File: config.mk
export PLATFORM = sky130hd
export DESIGN_NAME = bus_arbiter
export DESIGN_NICKNAME = d
export VERILOG_FILES = /design/src/rtl/bus_arb_pkg.sv /design/src/rtl/bus_arb_rr.sv /design/src/rtl/bus_arbiter.sv
export SDC_FILE = /design/constraint.sdc
export NUM_CORES = 1
export LEC_CHECK = 0
export BUFFER_PORTS_ARGS = -buffer_cell sky130_fd_sc_hd__buf_4
export CORE_MARGIN = 2
export CORE_UTILIZATION = 47
export CTS_CLUSTER_DIAMETER = 40
export DETAILED_ROUTE_END_ITERATION = 6
export GPL_TIMING_DRIVEN = 1
export PLACE_DENSITY_LB_ADDON = 0.08
export SLEW_MARGIN = 20
export SYNTH_ARGS = -nofsm -noshare
export SYNTH_HDL_FRONTEND = slang
export SYNTH_SLANG_ARGS = --single-unit
File: constraint.sdc
create_clock -name cpu_clk -period 2.15 [get_ports cpu_clk]
set_clock_uncertainty 0.05 [all_clocks]
set_input_delay 0.645 -clock cpu_clk [delete_from_list [all_inputs] [get_ports cpu_clk]]
set_output_delay 0.645 -clock cpu_clk [all_outputs]
set_load 0.01 [all_outputs]
File: src/rtl/bus_arb_pkg.sv
// Shared definitions for the two-master bus arbiter.
//   - State encodings for the arbiter FSM (IDLE / ACCESS / DONE)
//   - Master index constants
//   - Width of the wait-state counter
//   - Helper that turns a master index into a one-hot grant vector
package bus_arb_pkg;

    localparam logic [1:0] S_IDLE   = 2'd0;
    localparam logic [1:0] S_ACCESS = 2'd1;
    localparam logic [1:0] S_DONE   = 2'd2;

    typedef enum logic [1:0] {
        ST_IDLE   = S_IDLE,
        ST_ACCESS = S_ACCESS,
        ST_DONE   = S_DONE
    } arb_state_e;

    localparam logic M0 = 1'b0;
    localparam logic M1 = 1'b1;

    localparam int WAIT_CW = 4;

    function automatic logic [1:0] idx_onehot(input logic idx);
        return idx ? 2'b10 : 2'b01;
    endfunction

endpackage

File: src/rtl/bus_arb_rr.sv
// Combinational two-way round-robin picker.
//   req_i[1:0]  pending requests, bit0 = master 0, bit1 = master 1
//   last_i      index of the master served most recently
//   win_idx_o   index of the master to serve next (only meaningful when any_req_o)
//   any_req_o   at least one request is pending
module bus_arb_rr
    import bus_arb_pkg::*;
(
    input  logic [1:0] req_i,
    input  logic       last_i,
    output logic       win_idx_o,
    output logic       any_req_o
);

    always_comb begin
        any_req_o = |req_i;
        win_idx_o = M0;
        if (req_i == 2'b11) begin
            // Tie: whoever was not served last goes first.
            win_idx_o = ~last_i;
        end else if (req_i[1]) begin
            win_idx_o = M1;
        end
    end

endmodule

File: src/rtl/bus_arbiter.sv
// Two-master arbiter in front of the single Bridge data bus.
//   cpu_clk / cpu_rst        clock, asynchronous active-low reset
//   m0_* (CPU), m1_* (DMA)   req/addr/we/wdata in, ack/rdata out per master
//   Bus_addr/Bus_we/Bus_wdata  drive the Bridge; Bus_rdata is its combinational read data
//   gnt                      one-hot owner during ACCESS, 00 otherwise
//
// Handshake: a master raises req with stable addr/we/wdata and keeps them until
// it sees its one-cycle ack. rdata is valid in the ack cycle and holds until that
// master's next completion. A req still high in the IDLE cycle after ack is a new
// transaction, so the master must drop req (or present its next request) by the
// edge that ends the ack cycle. Fields are only sampled in IDLE.
module bus_arbiter
    import bus_arb_pkg::*;
#(
    parameter int BUS_WAIT = 0,
    parameter int ADDR_W   = 32
) (
    input  logic              cpu_clk,
    input  logic              cpu_rst,
    input  logic              m0_req,
    input  logic [ADDR_W-1:0] m0_addr,
    input  logic              m0_we,
    input  logic [31:0]       m0_wdata,
    output logic              m0_ack,
    output logic [31:0]       m0_rdata,
    input  logic              m1_req,
    input  logic [ADDR_W-1:0] m1_addr,
    input  logic              m1_we,
    input  logic [31:0]       m1_wdata,
    output logic              m1_ack,
    output logic [31:0]       m1_rdata,
    output logic [ADDR_W-1:0] Bus_addr,
    output logic              Bus_we,
    output logic [31:0]       Bus_wdata,
    input  logic [31:0]       Bus_rdata,
    output logic [1:0]        gnt
);

    localparam logic [WAIT_CW-1:0] WAIT_INIT = WAIT_CW'(BUS_WAIT);
    localparam logic [WAIT_CW-1:0] CNT_ONE   = WAIT_CW'(1);

    arb_state_e          state_q,  state_d;
    logic [WAIT_CW-1:0]  cnt_q,    cnt_d;
    logic                idx_q,    idx_d;
    logic                last_q,   last_d;
    logic [ADDR_W-1:0]   addr_q,   addr_d;
    logic                we_q,     we_d;
    logic [31:0]         wdata_q,  wdata_d;
    logic [31:0]         rdata0_q, rdata0_d;
    logic [31:0]         rdata1_q, rdata1_d;

    logic win_idx;
    logic any_req;

    bus_arb_rr u_rr (
        .req_i     ({m1_req, m0_req}),
        .last_i    (last_q),
        .win_idx_o (win_idx),
        .any_req_o (any_req)
    );

    always_ff @(posedge cpu_clk or negedge cpu_rst) begin
        if (!cpu_rst) begin
            state_q  <= ST_IDLE;
            cnt_q    <= '0;
            idx_q    <= M0;
            last_q   <= M1;   // so master 0 wins the first tie
            addr_q   <= '0;
            we_q     <= 1'b0;
            wdata_q  <= '0;
            rdata0_q <= '0;
            rdata1_q <= '0;
        end else begin
            state_q  <= state_d;
            cnt_q    <= cnt_d;
            idx_q    <= idx_d;
            last_q   <= last_d;
            addr_q   <= addr_d;
            we_q     <= we_d;
            wdata_q  <= wdata_d;
            rdata0_q <= rdata0_d;
            rdata1_q <= rdata1_d;
        end
    end

    always_comb begin
        state_d  = state_q;
        cnt_d    = cnt_q;
        idx_d    = idx_q;
        last_d   = last_q;
        addr_d   = addr_q;
        we_d     = we_q;
        wdata_d  = wdata_q;
        rdata0_d = rdata0_q;
        rdata1_d = rdata1_q;

        case (state_q)
            ST_IDLE: begin
                if (any_req) begin
                    state_d = ST_ACCESS;
                    cnt_d   = WAIT_INIT;
                    idx_d   = win_idx;
                    addr_d  = (win_idx == M1) ? m1_addr  : m0_addr;
                    we_d    = (win_idx == M1) ? m1_we    : m0_we;
                    wdata_d = (win_idx == M1) ? m1_wdata : m0_wdata;
                end
            end
            ST_ACCESS: begin
                if (cnt_q != '0) begin
                    cnt_d = cnt_q - CNT_ONE;
                end else begin
                    // Final ACCESS cycle: read data is captured even for writes
                    // (read-before-write value for the CPU's store merge).
                    state_d = ST_DONE;
                    last_d  = idx_q;
                    if (idx_q == M1) begin
                        rdata1_d = Bus_rdata;
                    end else begin
                        rdata0_d = Bus_rdata;
                    end
                end
            end
            ST_DONE: begin
                state_d = ST_IDLE;
            end
            default: begin
                state_d = ST_IDLE;
            end
        endcase
    end

    // Outputs decode from registered state only, so an asynchronous reset
    // drops gnt and Bus_we in the same cycle.
    assign Bus_addr  = addr_q;
    assign Bus_wdata = wdata_q;
    assign Bus_we    = (state_q == ST_ACCESS) && (cnt_q == '0) && we_q;
    assign gnt       = (state_q == ST_ACCESS) ? idx_onehot(idx_q) : 2'b00;
    assign m0_ack    = (state_q == ST_DONE) && (idx_q == M0);
    assign m1_ack    = (state_q == ST_DONE) && (idx_q == M1);
    assign m0_rdata  = rdata0_q;
    assign m1_rdata  = rdata1_q;

endmodule

* Word-level counts from Yosys, hierarchy flattened
Index checks and enable logic that the tools add are counted.
Storage, ports and cells: flip-flop bits (word level) 137, input bits 166
Operators by class: multiplexer cells 13, reductions and logical operators 15, add/sub/neg operators 1, bitwise operators 3, equal/unequal tests 6
Operators with widths (count):
- $mux W32 | 2
- $reduce_and A3 Y1 | 3
- $mux W2 | 4
- $mux W4 | 2
- $pmux W4 S2 | 1
- $ne A2 B2 Y1 const B | 3
- $reduce_and A2 Y1 | 3
- $eq A2 B2 Y1 const B | 2
- $logic_and A1 B1 Y1 | 4
- $logic_not A4 Y1 | 1
- $pmux W2 S2 | 1
- $reduce_bool A4 Y1 | 1
- $sub A4 B1 Y4 const B | 1
- $mux W1 | 3
- $not A1 Y1 | 3
- $eq A2 B1 Y1 const B | 1
- $logic_not A2 Y1 | 1
- $reduce_bool A2 Y1 | 1
- $reduce_or A2 Y1 | 1

* Logic depth before layout (Yosys ltp)
Gate-level depths: netlist (run 1).
depth after elaboration 3, mapped depth 5, depth with buffers taken out 5

* Hierarchy
From an unflattened synthesis (run 1), not the netlist that was laid out.
Unflattened totals: cell total of the unflattened synthesis 465, area, all modules 5808.1 µm²
By module, submodules not included:
- bus_arbiter | cells each 463, times used 1, area an instance 5794.3 µm², seq. area each 3429.5 µm²
- bus_arb_rr | cells each 2, times used 1, area an instance 13.8 µm², seq. area each 0.0 µm²

* Worst setup path before layout (run 1)
Ideal clock, no wire load.
path type in2reg, start point input port m1_req, end point register wdata_q[16] (netlist: Bus_wdata[16]), data arrival time 1692 ps, slack 283 ps, setup time 125 ps, stages on the path 5, path through a21bo_2 > buf_6 > buf_6 > mux2_4 > mux2_4
Between the ends: cells in the longest elaborated chain, start to end 3, elaborated cells between the ends (all ways) 6
RTL lines:
- start, declared | line bus_arbiter.sv:26 | input logic m1_req,
- $eq A2 B2 Y1 or $mux W1 (tied branches) | line bus_arb_rr.sv:18, bus_arb_rr.sv:21
- $mux W1 | line bus_arb_rr.sv:18 | if (req_i == 2'b11) begin
- $mux W32 | line bus_arbiter.sv:105 | wdata_d = (win_idx == M1) ? m1_wdata : m0_wdata;
- end signal, assigned | line bus_arbiter.sv:80 | wdata_q <= wdata_d;
- end, declared | line bus_arbiter.sv:48 | logic [31:0] wdata_q, wdata_d;
Parallel ways exist; a longest one is shown, timed or not. A chain may end at the register's enable or synchronous reset.

* Worst setup path after layout (run 1)
start point register state_q[1], end point output port Bus_we
Between the ends: cells in the longest elaborated chain, start to end 3
RTL lines:
- start, declared | line bus_arbiter.sv:42 | arb_state_e state_q, state_d;
- start signal, assigned | line bus_arbiter.sv:74 | state_q <= state_d;
- $eq A2 B1 Y1 | line bus_arbiter.sv:136 | assign Bus_we = (state_q == ST_ACCESS) && (cnt_q == '0) && we_q;
- $logic_and A1 B1 Y1 (2 in a row) | line bus_arbiter.sv:136
- end, declared | line bus_arbiter.sv:33 | output logic Bus_we,
No other way between the ends.

==> results of run 1 <==
[repair_timing]
action,in CTS,in global routing
buffers inserted,7,2
pin swaps,4,1
resized for setup,11,0
setup endpoints to repair,1,3
[routing by layer]
| layer | part of all wire [%] | wire [um] | track usage [%] | up-vias |
|---|---|---|---|---|
| met5 | 0 | 0 | 0 | - |
| met4 | 2.4 | 393 | 8.90 | 0 |
| met3 | 7.2 | 1180 | 8.17 | 32 |
| met2 | 54 | 8810 | 41.8 | 182 |
| met1 | 37 | 6040 | 25.8 | 2179 |
| li1 | - | - | - | 2043 |
[flip-flops by register name (all words and copies together), names as in the netlist]
name       flops
Bus_addr      32
Bus_wdata     32
m0_rdata      32
m1_rdata      32
cnt_q          4
state_q        2
idx_q          1
last_q         1
we_q           1
[report_power, final]
| part | leakage, nW | internal (mW) | switching [mW] |
|---|---|---|---|
| Combinational | 2.82 | 3.82 | 2.47 |
| Sequential | 1.61 | 3.90 | 0.770 |
| Clock | 0.286 | 1.85 | 1.07 |
| Total | 4.71 | 9.56 | 4.31 |
[area by class of cell]
cell class                 instances  area [sq um]
tap                              176           220
timing repair buffer             323          2520
clock inverter                    12           150
clock buffer                      20           447
multi-input combinational        228          2760
fill                             914          3640
inverter                           4          15.0
sequential                       137          3430
[through the flow]
stage	total power [mW]	hold slack (ns)	utilization [%]
after floorplan	7.97	0.299	-
after global placement	10.7	0.435	67.1
after detailed placement	10.9	0.443	67.1
after CTS	14.0	0.102	72.3
after global routing	14.6	0.110	72.4
final	13.9	0.102	72.4
[synth_stat cells]
master / instances / area (sq um)
nor3_1: 1 / 5.00
nor4_1: 2 / 12.5
dfstp_2: 1 / 26.3
o22ai_1: 1 / 6.26
or2_2: 1 / 6.26
buf_6: 6 / 67.6
mux2_4: 78 / 1170
or3_1: 1 / 6.26
nand2b_1: 2 / 12.5
nand4_2: 1 / 12.5
and3b_1: 1 / 8.76
ha_1: 2 / 25.0
a31o_2: 1 / 8.76
o21ai_0: 3 / 15.0
buf_2: 9 / 45.0
inv_1: 4 / 15.0
and2b_1: 1 / 7.51
buf_8: 3 / 45.0
or2_1: 1 / 6.26
nand4b_1: 1 / 8.76
mux2i_1: 1 / 10.0
mux2_2: 116 / 1310
a311o_1: 2 / 20.0
a21bo_2: 1 / 10.0
dfrtp_1: 136 / 3400
nor3b_1: 2 / 15.0
and3_1: 3 / 18.8
and2_1: 2 / 12.5
buf_4: 2 / 15.0
nor2_1: 4 / 15.0
[logic make-up (layout without fill, tap and decap cells)]
group | Yosys count | in the layout | share of synthesized area [%]
AND/OR/NAND/NOR | 23 | 23 | 2.33
flip-flops | 137 | 137 | 54.1
adder cells (fa/ha/maj) | 2 | 2 | 0.395
multiplexers | 195 | 195 | 39.2
AO/OA/AOI/OAI | 8 | 8 | 0.948
buffers and inverters | 24 | 359 | 2.96
[final timing paths]
kind / start / end / slack [ns]
setup / recovery: state_q[1] / Bus_we / -0.02
setup reg to reg: state_q[0] / Bus_wdata[26] / 0.21
hold reg to reg: m1_rdata[5] / m1_rdata[5] / 0.45
max in group asynchronous: cpu_rst / last_q / 1.38
min in group cpu_clk: Bus_rdata[24] / m1_rdata[24] / 0.42
hold / removal: cpu_rst / Bus_wdata[16] / 0.10
[critical path, stage by stage, from the launching register on]
cell and delay [ns]:
dfrtp_1 0.40, and2b_2 0.23, and3_4 0.19, and2_4 0.13, buf_6 0.10
==> qor.yml, run 1 <==
rsz0062_at_grt: "true"
cts-htree-levels: 4
portBuffers: 298
cts_tree: "yes"
ir_drop_uv: 782
yosysSeqAreaShare_pct: 54.1
fp.dieH_um: 120
ys_warn_count: 0
grt_pass1_wl_um: 25600
fmax_mhz: 461
ant_nets: 0
drive_above_1_share_pct: 77.5
drv_slew: 0
dp_hpwl_um: 12100
synth.distinct_cells: 30
critPathArrivalTime_ns: 1.47
path_class: "reg2out"
grt_overflow: 0
area_growth_pct: 50.6
fin_crit_sh_pct: 101
leakage_nw: 4.71
syn_area_sq_um: 6340
first_global_vias: 4941
maxCapViolCount: 0
synth_fp_nets: 557
synth_seq_cells: 137
required_ns: 1.45
n_antenna_cell: 0
end_kind: "output pin"
power_density_nw_per_um2: 1450
viasPerCell: 4.93
wire_per_inst_um: 18.2
clk_pin_slew_ns: 0.06
final-setup-viol-count: 1
antenna_found_initial: 0
initial_core_util_pct: 48.0
drc_errors: 0
drt_wl_total_um: 16400
root_buffer: "clkbuf_16"
cts_buffer_depth: 2
detailedRoute.firstIterationViolations: 251
startpoint_type: "flip-flop"
ctsHoldBuffers: 0
dieArea_sq_um: 14400
r2r_cells: 5
dpl_cell_area_sq_um: 8850
die_width_um: 120
final_cell_mix: "buf_4 (313), dfrtp_1 (136), mux2_2 (116), mux2_4 (78), clkbuf_16 (17)"
final_area_sq_um: 9550
synthCells: 389
setup_slack_ns: -0.0171
status: "finished, violations left"
clock_sinks: 137
grtUsageTotal_pct: 23.5
core_area_sq_um: 13200
violations: "setup timing"
layout_commonest_cell: "buf_4"
rows: 42
cts_made_buffers: 17
path_max_fanout: 5
fin_tns_setup_ns: -0.0171
hold_viol_final: 0
top_level_ports: 299
place_inst: 859
nNetsFinal: 879
num_vias: 4436
grt_start_max_net_pins: 66
avgSynthCellArea_sq_um: 16.3
instances_no_fill: 900
clock_latency_ns: 0.42
hp-class: "in2async"
dp_slack_ns: 0.0884
slew_headroom_pct: 63.3
dr.pass1.iters: 4
worst_pin_slew_ns: 0.549
gp_congestion: 0.808
layout_min_cycle_time_ns: 2.17
No activity file was read; power rests on OpenSTA's default activity.
==> run 2: changes to the inputs <==
Settings changed: RECOVER_POWER set to 100.
==> qor.yml, run 2 (synthesis results as in run 1) <==
status: "finished, violations left"
violations: "setup timing"
required_ns: 1.45  # about the same
dp_hpwl_um: 12100  # unchanged
slowest_stage: "dfrtp_1"
regToRegStartpoint: "state_q[0]"
r2r_cells: 5  # unchanged
p_comb_share_pct: 40.5  # -4.9 points
drive_above_1_share_pct: 58.3  # -19 points
hold_viol_final: 0  # unchanged
path_max_fanout: 5  # unchanged
final-setup-viol-count: 1  # unchanged
area_growth_pct: 40.9
gp_congestion: 0.808  # unchanged
setup_slack_ns: -0.0185  # -0.00138 ns
instances_no_fill: 900  # unchanged
ant_nets: 0  # unchanged
fill_cells: 1065  # +17%
power_density_nw_per_um2: 1420  # -2.4%
final_area_sq_um: 8930  # -6.4%
num_vias: 4445  # +0.20%
cp_top_family: "simple AND/OR/NAND/NOR gates"
nNetsFinal: 879  # unchanged
core_area_sq_um: 13200  # unchanged
drv_slew: 0  # unchanged
maxCapViolCount: 0  # unchanged
ir_drop_uv: 716  # -8.4%
detailedRoute.firstIterationViolations: 213  # -15%
startpoint: "state_q[1]"
rows: 42  # unchanged
place_inst: 859  # unchanged
hp-class: "in2async"
power.internal_mw: 8.42  # -12%
antenna_found_initial: 0  # unchanged
cts_tree: "yes"
layout_commonest_cell: "buf_4"
slew_headroom_pct: 26.1  # -37 points
seq_power_share_pct: 36.5  # +2.8 points
wire_per_inst_um: 18.3  # +0.18%
clock_sinks: 137  # unchanged
grt_start_max_net_pins: 66  # unchanged
clk_pin_slew_ns: 0.06  # about the same
path_class: "reg2out"
p_clk_share_pct: 23.0  # +2.0 points
layout_min_cycle_time_ns: 2.17  # +0.00138 ns
clock_latency_ns: 0.41  # about the same
grt_overflow: 0  # unchanged
switching_share_pct: 33.5  # +2.5 points
final_core_util_pct: 67.7  # -4.7 points
crit_path_cell_trace: "and2b_2, and3_4, and2_4, buf_6"
dieArea_sq_um: 14400  # unchanged
worst-path-stages: 4  # unchanged
portBuffers: 298  # unchanged
worst_pin_slew_ns: 1.11  # +0.559 ns
first_global_vias: 4941  # unchanged
fin_crit_sh_pct: 101  # about the same
r2r_end: "Bus_wdata[26]"
critPathArrivalTime_ns: 1.47  # about the same
grtUsageTotal_pct: 23.5  # unchanged
fp.dieH_um: 120  # unchanged
die_width_um: 120  # unchanged
power_switching_mw: 4.24  # -1.4%
viasPerCell: 4.94  # +0.20%
top_level_ports: 299  # unchanged
final_cell_mix: "buf_4 (179), dfrtp_1 (136), clkbuf_1 (133), mux2_2 (116), mux2_4 (70)"
end_kind: "output pin"
drt_wl_total_um: 16500  # +0.18%
cts-htree-levels: 4  # unchanged
rsz0062_at_grt: "true"
drc_errors: 0  # unchanged
fmax_mhz: 461  # about the same
cts_made_buffers: 17  # unchanged
startpoint_type: "flip-flop"
path_buf_inv: 1  # unchanged
grt_pass1_wl_um: 25600  # unchanged
endpoint: "Bus_we"
dr.pass1.iters: 4  # unchanged
cpPeakStageDelay_ns: 0.40  # about the same
initial_core_util_pct: 48.0  # unchanged
root_buffer: "clkbuf_16"
dpl_cell_area_sq_um: 8850  # unchanged
reg2reg_slack_ns: 0.04  # -0.17 ns
leakage_nw: 4.17  # -11%
cts_buffer_depth: 2  # unchanged
n_antenna_cell: 0  # unchanged
-- run 2: power by group through the flow --
stage | combinational, mW | sequential (mW) | clock (mW)
floorplan | 2.83 | 5.14 | 0
global placement | 6.12 | 4.59 | 0
detailed placement | 6.27 | 4.67 | 0
CTS | 6.37 | 4.67 | 2.98
global route | 5.50 | 4.78 | 3.10
finish | 5.13 | 4.62 | 2.91
-- run 2: what timing repair did --
item	in CTS	in global routing
hold buffers	0	0
pin swaps	4	1
setup endpoints to repair	1	3
endpoints found under the hold margin	0	0
resized for setup	11	0
buffers inserted	7	2
-- run 2: cell type report --
cell class / count / area (sq um) / share of cell area, %
sequential: 137 / 3430 / 38.4
multi-input combinational: 228 / 2730 / 30.6
timing repair buffer: 323 / 1940 / 21.7
clock buffer: 20 / 447 / 5.00
tap: 176 / 220 / 2.47
clock inverter: 12 / 150 / 1.68
inverter: 4 / 15.0 / 0.168
-- run 2: worst min path at each step --
stage / start / end / slack, ns / cells past startpoint
CTS: cpu_rst / Bus_wdata[16] / 0.10 / 1
floorplan: cpu_rst / Bus_addr[0] / 0.30 / 0
global placement: cnt_q[0] / cnt_q[0] / 0.44 / 1
global route: Bus_rdata[29] / m0_rdata[29] / 0.39 / 2
finish: cpu_rst / Bus_wdata[16] / 0.38 / 1
detailed placement: cnt_q[0] / cnt_q[0] / 0.44 / 1
-- run 2: per-stage QoR --
| step | setup slack, ns | TNS, ns | power (mW) | hold slack, ns |
|---|---|---|---|---|
| after global placement | 0.0951 | 0 | 10.7 | 0.435 |
| after detailed placement | 0.0884 | 0 | 10.9 | 0.443 |
| final | -0.0185 | -0.0185 | 12.7 | 0.383 |
| after floorplan | 0.283 | 0 | 7.97 | 0.299 |
| after CTS | -0.0246 | -0.0246 | 14.0 | 0.102 |
| after global routing | -0.0827 | -1.55 | 13.4 | 0.395 |
-- run 2: worst reg2reg max path, stage by stage, from the launching register on --
cell      delay [ns]
dfrtp_1         0.37
clkbuf_2        0.13
or2_1           0.30
nor2_4          0.13
buf_6           0.58
mux2_2          0.44
-- run 2: per-layer routing --
layer	global-route usage [%]	part of all wire [%]	vias up
li1	-	-	2040
met1	25.8	36	2187
met2	41.8	54	185
met3	8.17	7.2	33
met4	8.90	2.6	0
met5	0	0	-
==> run 3: changes to the inputs <==
Settings changed: PLACE_DENSITY_LB_ADDON 0.08 to 0.2.
==> qor.yml, run 3 (synthesis results as in run 1) <==
grt_start_max_net_pins: 66  # unchanged
place_inst: 853  # -0.70%
fin_crit_sh_pct: 100  # -0.90 points
ant_nets: 0  # unchanged
first_global_vias: 4838  # -2.1%
layout_commonest_cell: "buf_4"
path_max_fanout: 5  # unchanged
slew_headroom_pct: 17.0  # -9.1 points
dp_hpwl_um: 11900  # -1.9%
top_level_ports: 299  # unchanged
n_antenna_cell: 0  # unchanged
nNetsFinal: 871  # -0.91%
instances_no_fill: 891  # -1.0%
startpoint_type: "flip-flop"
rows: 42  # unchanged
dr.pass1.iters: 4  # unchanged
final_area_sq_um: 9500  # +6.4%
grtUsageTotal_pct: 22.6  # -0.87 points
cts_buffer_depth: 2  # unchanged
area_growth_pct: 50.0
fin_hold_ws_ns: 0.431  # +0.0476 ns
drv_slew: 0  # unchanged
wire_per_inst_um: 17.9  # -2.3%
ctsHoldBuffers: 0  # unchanged
root_buffer: "clkbuf_16"
drt_wl_total_um: 15900  # -3.3%
maxCapViolCount: 0  # unchanged
grt_overflow: 0  # unchanged
initial_core_util_pct: 48.0  # unchanged
required_ns: 1.45  # about the same
drc_errors: 0  # unchanged
core_area_sq_um: 13200  # unchanged
leakage_nw: 4.69  # +12%
gp_congestion: 0.809  # +0.20%
drive_above_1_share_pct: 77.2  # +19 points
final-setup-viol-count: 0  # -1
clk_pin_slew_ns: 0.06  # about the same
grt_pass1_wl_um: 25100  # -1.8%
die_width_um: 120  # unchanged
fmax_mhz: 465  # +0.90%
detailedRoute.firstIterationViolations: 184  # -14%
cts_made_buffers: 17  # unchanged
layout_min_cycle_time_ns: 2.15  # -0.0193 ns
power_density_nw_per_um2: 1470  # +3.8%
final_cell_mix: "buf_4 (303), dfrtp_1 (136), mux2_2 (116), mux2_4 (78), clkbuf_16 (17)"
end_kind: "output pin"
setup_slack_ns: 0.000839  # +0.0193 ns
dp_slack_ns: 0.0748  # -0.0136 ns
cts_tree: "yes"
power.total_mw: 14.0  # +10%
worst_pin_slew_ns: 1.25  # +0.137 ns
rsz0062_at_grt: "true"
path_class: "reg2out"
hp-class: "in2reg"
clock_sinks: 137  # unchanged
dpl_cell_area_sq_um: 8800  # -0.55%
cts-htree-levels: 4  # unchanged
clock_latency_ns: 0.40  # about the same
critPathArrivalTime_ns: 1.45  # -0.02 ns
portBuffers: 298  # unchanged
hold_viol_final: 0  # unchanged
viasPerCell: 4.98  # +0.90%
antenna_found_initial: 0  # unchanged
status: "complete, no violations"
num_vias: 4440  # -0.11%
fp.dieH_um: 120  # unchanged
ir_drop_uv: 645  # -9.9%
dieArea_sq_um: 14400  # unchanged
run 3: cell count changes in the layout (fill, tap and decap cells not counted), sizes merged:
cell      before  now
clkinvlp       3    1
clkbuf       160   27
buf          183  312
bufinv         3    4
clkinv         6    2
run 3: timing repair:
action,in CTS,in global routing
pin swaps,4,0
setup endpoints to repair,2,3
gates resized for setup,12,1
buffers inserted,7,0
run 3: worst paths after layout:
path,from,to,slack [ns],cells past startpoint
max in group asynchronous,cpu_rst,Bus_wdata[12],0.39,2
max reg2reg,state_q[1],Bus_wdata[29],0.23,5
min,Bus_rdata[31],m1_rdata[31],0.43,2
min reg2reg,m1_rdata[2],m1_rdata[2],0.45,1
max,state_q[0],Bus_we,0.0008,4
min in group asynchronous,cpu_rst,Bus_addr[27],0.44,1
run 3: power breakdown:
group / total, mW / switching, mW / internal [mW]
clock: 3.11 / 1.03 / 2.09
combinational: 6.23 / 2.42 / 3.81
sequential: 4.64 / 0.742 / 3.90
total: 14.0 / 4.19 / 9.79
run 3: metrics by stage:
step | utilization, % | setup TNS, ns
final | 72.0 | 0
after global routing | 72.0 | -0.128
after CTS | 72.2 | -0.0261
after detailed placement | 66.7 | 0
after global placement | 66.7 | 0
after floorplan | - | 0
run 3: final cells by class:
type / instances / area (sq um)
clock buffers: 24 / 502
clock inverters: 7 / 138
fillers: 920 / 3690
inverters: 4 / 15.0
multi-input cells: 228 / 2760
flip-flops and latches: 137 / 3430
well taps: 176 / 220
repair buffers: 315 / 2440
run 3: routing by layer:
metal,share of wire (%),track usage (%),routed length [um],vias to the layer above
li1,-,-,-,2033
met1,37,25.7,5950,2166
met2,52,39.0,8250,206
met3,7.9,7.03,1260,35
met4,2.9,10.2,459,0
met5,0,0,0,-
run 3: worst max-delay path: stages, from the launching register on:
cell     delay (ns)
dfrtp_1        0.42
and2b_2        0.23
and3_4         0.16
and2_4         0.13
buf_6          0.11
